### src/rtl/channel_tee.sv
// Tee that splices one local control unit into a daisy-chained bus-and-tag channel:
// B faces upstream, A faces downstream, and select-out is broken through the local CU.
module channel_tee (
   input  logic       clk,
   input  logic       reset,
   input  logic [7:0] b_bus_out,
   input  logic       b_bus_out_parity,
   input  logic       b_operational_out,
   input  logic       b_hold_out,
   input  logic       b_select_out,
   input  logic       b_address_out,
   input  logic       b_command_out,
   input  logic       b_service_out,
   input  logic       b_suppress_out,
   output logic [7:0] b_bus_in,
   output logic       b_bus_in_parity,
   output logic       b_request_in,
   output logic       b_select_in,
   output logic       b_operational_in,
   output logic       b_address_in,
   output logic       b_status_in,
   output logic       b_service_in,
   output logic [7:0] a_bus_out,
   output logic       a_bus_out_parity,
   output logic       a_operational_out,
   output logic       a_hold_out,
   output logic       a_select_out,
   output logic       a_address_out,
   output logic       a_command_out,
   output logic       a_service_out,
   output logic       a_suppress_out,
   input  logic [7:0] a_bus_in,
   input  logic       a_bus_in_parity,
   input  logic       a_request_in,
   input  logic       a_select_in,
   input  logic       a_operational_in,
   input  logic       a_address_in,
   input  logic       a_status_in,
   input  logic       a_service_in,
   output logic [7:0] bus_out,
   output logic       bus_out_parity,
   output logic       operational_out,
   output logic       hold_out,
   output logic       address_out,
   output logic       command_out,
   output logic       service_out,
   output logic       suppress_out,
   input  logic [7:0] bus_in,
   input  logic       bus_in_parity,
   input  logic       request_in,
   input  logic       operational_in,
   input  logic       address_in,
   input  logic       status_in,
   input  logic       service_in,
   output logic       selection_x,
   input  logic       selection_y
);

   // B word: [15:8] bus, [7] parity, [6] opl, [5] hold, [4] select, [3] addr, [2] cmd, [1] svc, [0] supp
   logic [15:0] b_raw_s;
   logic [15:0] b_s1_q;
   logic [15:0] b_s2_q;
   // A repeat word: B word with the select bit removed
   logic [14:0] a_rep_q;
   // A word: [14:7] bus, [6] parity, [5] req, [4] select, [3] opl, [2] addr, [1] status, [0] svc
   logic [14:0] a_raw_s;
   logic [14:0] a_s1_q;
   logic [14:0] a_s2_q;
   logic [14:0] b_in_d;
   logic [14:0] b_in_q;
   logic        a_sel_d;
   logic        a_sel_q;
   logic        local_active_s;

   assign b_raw_s = {b_bus_out, b_bus_out_parity, b_operational_out, b_hold_out, b_select_out,
                     b_address_out, b_command_out, b_service_out, b_suppress_out};
   assign a_raw_s = {a_bus_in, a_bus_in_parity, a_request_in, a_select_in, a_operational_in,
                     a_address_in, a_status_in, a_service_in};

   // Inbound merge: tags are ORed, select-in comes only from downstream, local CU owns the bus when active
   always_comb begin
      local_active_s = operational_in | address_in | status_in | service_in;
      b_in_d         = 15'd0;
      b_in_d[5:0]    = {request_in | a_s2_q[5], a_s2_q[4], operational_in | a_s2_q[3],
                        address_in | a_s2_q[2], status_in | a_s2_q[1], service_in | a_s2_q[0]};
      if (local_active_s) begin
         b_in_d[14:6] = {bus_in, bus_in_parity};
      end else begin
         b_in_d[14:6] = a_s2_q[14:6];
      end
      a_sel_d = selection_y & b_s2_q[6];
   end

   // Synchronizers and output registers
   always_ff @(posedge clk or negedge reset) begin
      if (!reset) begin
         b_s1_q  <= 16'd0;
         b_s2_q  <= 16'd0;
         a_rep_q <= 15'd0;
         a_s1_q  <= 15'd0;
         a_s2_q  <= 15'd0;
         b_in_q  <= 15'd0;
         a_sel_q <= 1'b0;
      end else begin
         b_s1_q  <= b_raw_s;
         b_s2_q  <= b_s1_q;
         a_rep_q <= {b_s2_q[15:5], b_s2_q[3:0]};
         a_s1_q  <= a_raw_s;
         a_s2_q  <= a_s1_q;
         b_in_q  <= b_in_d;
         a_sel_q <= a_sel_d;
      end
   end

   assign bus_out         = b_s2_q[15:8];
   assign bus_out_parity  = b_s2_q[7];
   assign operational_out = b_s2_q[6];
   assign hold_out        = b_s2_q[5];
   assign selection_x     = b_s2_q[4];
   assign address_out     = b_s2_q[3];
   assign command_out     = b_s2_q[2];
   assign service_out     = b_s2_q[1];
   assign suppress_out    = b_s2_q[0];

   assign a_bus_out         = a_rep_q[14:7];
   assign a_bus_out_parity  = a_rep_q[6];
   assign a_operational_out = a_rep_q[5];
   assign a_hold_out        = a_rep_q[4];
   assign a_address_out     = a_rep_q[3];
   assign a_command_out     = a_rep_q[2];
   assign a_service_out     = a_rep_q[1];
   assign a_suppress_out    = a_rep_q[0];
   assign a_select_out      = a_sel_q;

   assign b_bus_in         = b_in_q[14:7];
   assign b_bus_in_parity  = b_in_q[6];
   assign b_request_in     = b_in_q[5];
   assign b_select_in      = b_in_q[4];
   assign b_operational_in = b_in_q[3];
   assign b_address_in     = b_in_q[2];
   assign b_status_in      = b_in_q[1];
   assign b_service_in     = b_in_q[0];

endmodule

### config.mk
export PLATFORM = sky130hd
export DESIGN_NAME = channel_tee
export DESIGN_NICKNAME = d
export VERILOG_FILES = /design/src/rtl/channel_tee.sv
export SDC_FILE = /design/constraint.sdc
export NUM_CORES = 1
export LEC_CHECK = 0
export CELL_PAD_IN_SITES_DETAIL_PLACEMENT = 1
export CELL_PAD_IN_SITES_GLOBAL_PLACEMENT = 2
export CORE_ASPECT_RATIO = 1.1
export CORE_MARGIN = 3
export CORE_UTILIZATION = 27
export CTS_CLUSTER_DIAMETER = 50
export CTS_CLUSTER_SIZE = 12
export DETAILED_ROUTE_END_ITERATION = 10
export PLACE_DENSITY = 0.7
export REMOVE_ABC_BUFFERS = 1
export SLEW_MARGIN = 20
export SYNTH_ARGS = -nofsm -noshare
export SYNTH_HDL_FRONTEND = slang
export SYNTH_SLANG_ARGS = --single-unit
### constraint.sdc
create_clock -name clk -period 0.8 [get_ports clk]
set_input_delay 0.24 -clock clk [delete_from_list [all_inputs] [get_ports clk]]
set_output_delay 0.24 -clock clk [all_outputs]
set_load 0.005 [all_outputs]
==> results.yml <==
outcome:
  outcome: "finished with violations"
  failed_checks: "setup timing"
global_route:
  use_met2_pct: 14.6
  grt_max_degree: 31
  grt_overflow_total: 0
  grt.met1_usage_pct: 11.1
  global_route.usage.met3_pct: 8.13
  initial_antenna_violation_count: 0
  number_of_global_route_vias_before_repair: 1535
  grt_pass1_wl_um: 7900
  grt_util_all_layers_pct: 10.3
  grt_max_usage_layer: "met2"
worst_setup_path:
  cpMaxStageDelayCell: "sky130_fd_sc_hd__dfrtp_1"
  cp_top_family: "flip-flops"
  timing_worst_setup_path_type: "reg -> out"
  timing.critical_path.required_ns: 0.56
  cp_cell_sequence: "buf_2"
  critical_path.max_fanout: 2
  cp-start-kind: "register"
  cp_slowest_stage_delay_ns: 0.40
  cp_num_buf_inv: 1
  cp.arrival_ns: 0.88
  timing.critical_path.to_type: "output port"
sta:
  slew-limit-headroom_pct: 82.7
  setup-tns-final_ns: -14.60
  period_share_pct: 140
  worst_clock_skew_ns: 0.00649
  timing.final.hold_violations: 0
  max_clock_freq_mhz: 894
  min_period_ns: 1.12
  fin_ws_ns: -0.318
  setup_viol_count_final: 56
  setup_repair_after_global_routing_missed_its_margin: "true"
  final_max_slew_viol_count: 0
  worst_slew_pin_slew_ns: 0.257
  whs_ns: 0.0877
floorplanning:
  core.rowCount: 36
  initial_utilization_pct: 27.9
  floorplan.die.width_um: 97.5
  die_area_um2: 10400
  ios: 95
  core_area_um2: 8920
  floorplan.die.height_um: 107
route:
  route.antenna.remaining_nets: 0
  vias_per_cell: 3.79
  detailroute.via_count: 1305
  route.final.wire_length_um: 4840
  avgRoutedWirePerCell_um: 14.1
  drt_iter0_drc: 26
  route.detailed.drc: 0
  drt_pass1_iterations: 3
power_and_ir_drop:
  cellPowerDensity_nw_per_um2: 2320
  leakage_nw: 1.71
  total_power_mw: 8.65
  worst_ir_drop_vdd_v: 0.00131
run:
  drv.max_cap_violation_count: 0
logic_synthesis:
  ys_async_sr_fraction_pct: 100
  ys.warnings.count: 0
  yosys_register_bits: 93
  syn_inst: 109
  avgSynthCellArea_um2: 22.8
  yosys.area.top_type: "sky130_fd_sc_hd__dfrtp_1"
  seq_area_frac_synth_pct: 93.6
  synth.cell_area_um2: 2490
  ys_top_cells_by_count: "93 x sky130_fd_sc_hd__dfrtp_1, 9 x sky130_fd_sc_hd__mux2_2, 5 x sky130_fd_sc_hd__or2_2"
  netlist-cell-type-count: 5
  synth.area.top_cells: "sky130_fd_sc_hd__dfrtp_1 94%, sky130_fd_sc_hd__mux2_2 4.1%, sky130_fd_sc_hd__or2_2 1.3%, sky130_fd_sc_hd__nor4_4 0.86%, sky130_fd_sc_hd__and2_1 0.25%"
  synthFlopType: "sky130_fd_sc_hd__dfrtp_1"
  number_of_synthesized_flops_with_an_enable_pin: 0
  synth_largest_type_area_fraction_pct: 93.6
  synth_most_common_cell: "sky130_fd_sc_hd__dfrtp_1"
clocking:
  cts_max_path_buffers: 2
  number_of_sinks_on_the_clock_net: 93
  htreeDepth: 3
  clockRootBuffer: "sky130_fd_sc_hd__clkbuf_8"
  clock_pin_slew_worst_setup_and_hold_paths_ns: 0.08
  cts_made_buffers: 9
  clock_insertion_delay_worst_skew_ns: 0.35
  cts_tree: "done"
layout:
  fillers: 906
  drive_above_1_share_pct: 39.1
  utilization_pct: 41.8
  fin_area_um2: 3730
  diodes: 0
  layout.nets: 274
  syn_to_final_growth_pct: 50.1
place:
  placed_cell_area_um2: 3660
  place.gp.congestion: 0.704
  placement.io_buffers: 94
  dp_hpwl_um: 3520
min_path:
  min_path_type: "in -> reg"
-- final cells by class --
| class | count | area (um^2) | share of cell area [%] |
|---|---|---|---|
| Tap cell | 114 | 143 | 3.82 |
| Multi-Input combinational cell | 16 | 194 | 5.20 |
| Timing Repair Buffer | 106 | 876 | 23.5 |
| Sequential cell | 93 | 2330 | 62.4 |
| Clock buffer | 14 | 163 | 4.36 |
| Clock inverter | 1 | 30.0 | 0.805 |
-- routing by layer --
metal	routed length, um	part of all wire, %
met1	1770	37
met5	0	0
met3	769	16
met4	98	2.0
met2	2200	45
-- timing repair --
| item | 4_1_cts | 5_1_grt |
|---|---|---|
| gates resized for setup | 215 | 6 |
| setup buffers | 2 | 4 |
| setup endpoints to repair | 56 | 56 |
| pin swaps | 1 | 1 |
| endpoints found under the hold margin | 93 | 0 |
| gates cloned | 1 | 0 |
| hold buffers | 1 | 0 |
-- sequential cells by signal, summed over array words and instances (netlist names) --
signal and flops:
a_rep_q 15, b_in_q 15, a_s2_q 15, b_s2_q 16, a_s1_q 15, b_s1_q 16, a_select_out 1
-- where the power goes --
part	switching, mW	internal [mW]	leakage (nW)	total, mW
clock network	1.41	1.60	0.0968	3.01
registers	0.0704	4.94	1.08	5.01
logic	0.228	0.398	0.538	0.626
-- logic make-up (layout without fill, tap and decap cells) --
kind of cell / count (synthesis) / after routing / synth area share [%]
buffers and inverters: 0 / 121 / 0
multiplexers: 9 / 9 / 4.07
flip-flops: 93 / 93 / 93.6
AND/OR/NAND/NOR: 7 / 7 / 2.36
-- per-stage QoR --
stage	worst slack (ns)	std cells
2_1_floorplan	-0.424	109
3_3_place_gp	-0.870	322
3_5_place_dp	-0.899	322
4_1_cts	-0.349	341
5_1_grt	-0.370	344
6_report	-0.318	344
-- final timing paths --
path	from	endpoint	slack, ns	depth (start not counted)
max	b_s2_q[2]$_DFF_PN0_	command_out	-0.32	1
min	status_in	b_in_q[1]$_DFF_PN0_	0.09	2
max reg2reg	a_s2_q[3]$_DFF_PN0_	b_in_q[3]$_DFF_PN0_	0.04	1
min reg2reg	a_s1_q[9]$_DFF_PN0_	a_s2_q[9]$_DFF_PN0_	0.35	0
max in group asynchronous	reset	b_in_q[14]$_DFF_PN0_	0.14	3
min in group asynchronous	reset	b_s1_q[9]$_DFF_PN0_	0.27	2
-- cell usage in the layout, fill, tap and decap left out --
cell type and n:
sky130_fd_sc_hd__clkbuf_1 3, sky130_fd_sc_hd__clkdlybuf4s50_1 42, sky130_fd_sc_hd__and2_1 1, sky130_fd_sc_hd__buf_2 45, sky130_fd_sc_hd__clkdlybuf4s15_2 1, sky130_fd_sc_hd__buf_8 1
sky130_fd_sc_hd__clkbuf_8 11, sky130_fd_sc_hd__dlygate4sd3_1 1, sky130_fd_sc_hd__buf_4 7, sky130_fd_sc_hd__mux2_4 9, sky130_fd_sc_hd__or2_2 5, sky130_fd_sc_hd__buf_6 5
sky130_fd_sc_hd__nor4_4 1, sky130_fd_sc_hd__bufinv_16 1, sky130_fd_sc_hd__buf_12 3, sky130_fd_sc_hd__clkbuf_16 1, sky130_fd_sc_hd__dfrtp_1 93
Note: power is estimated with default switching activity, not from simulation.
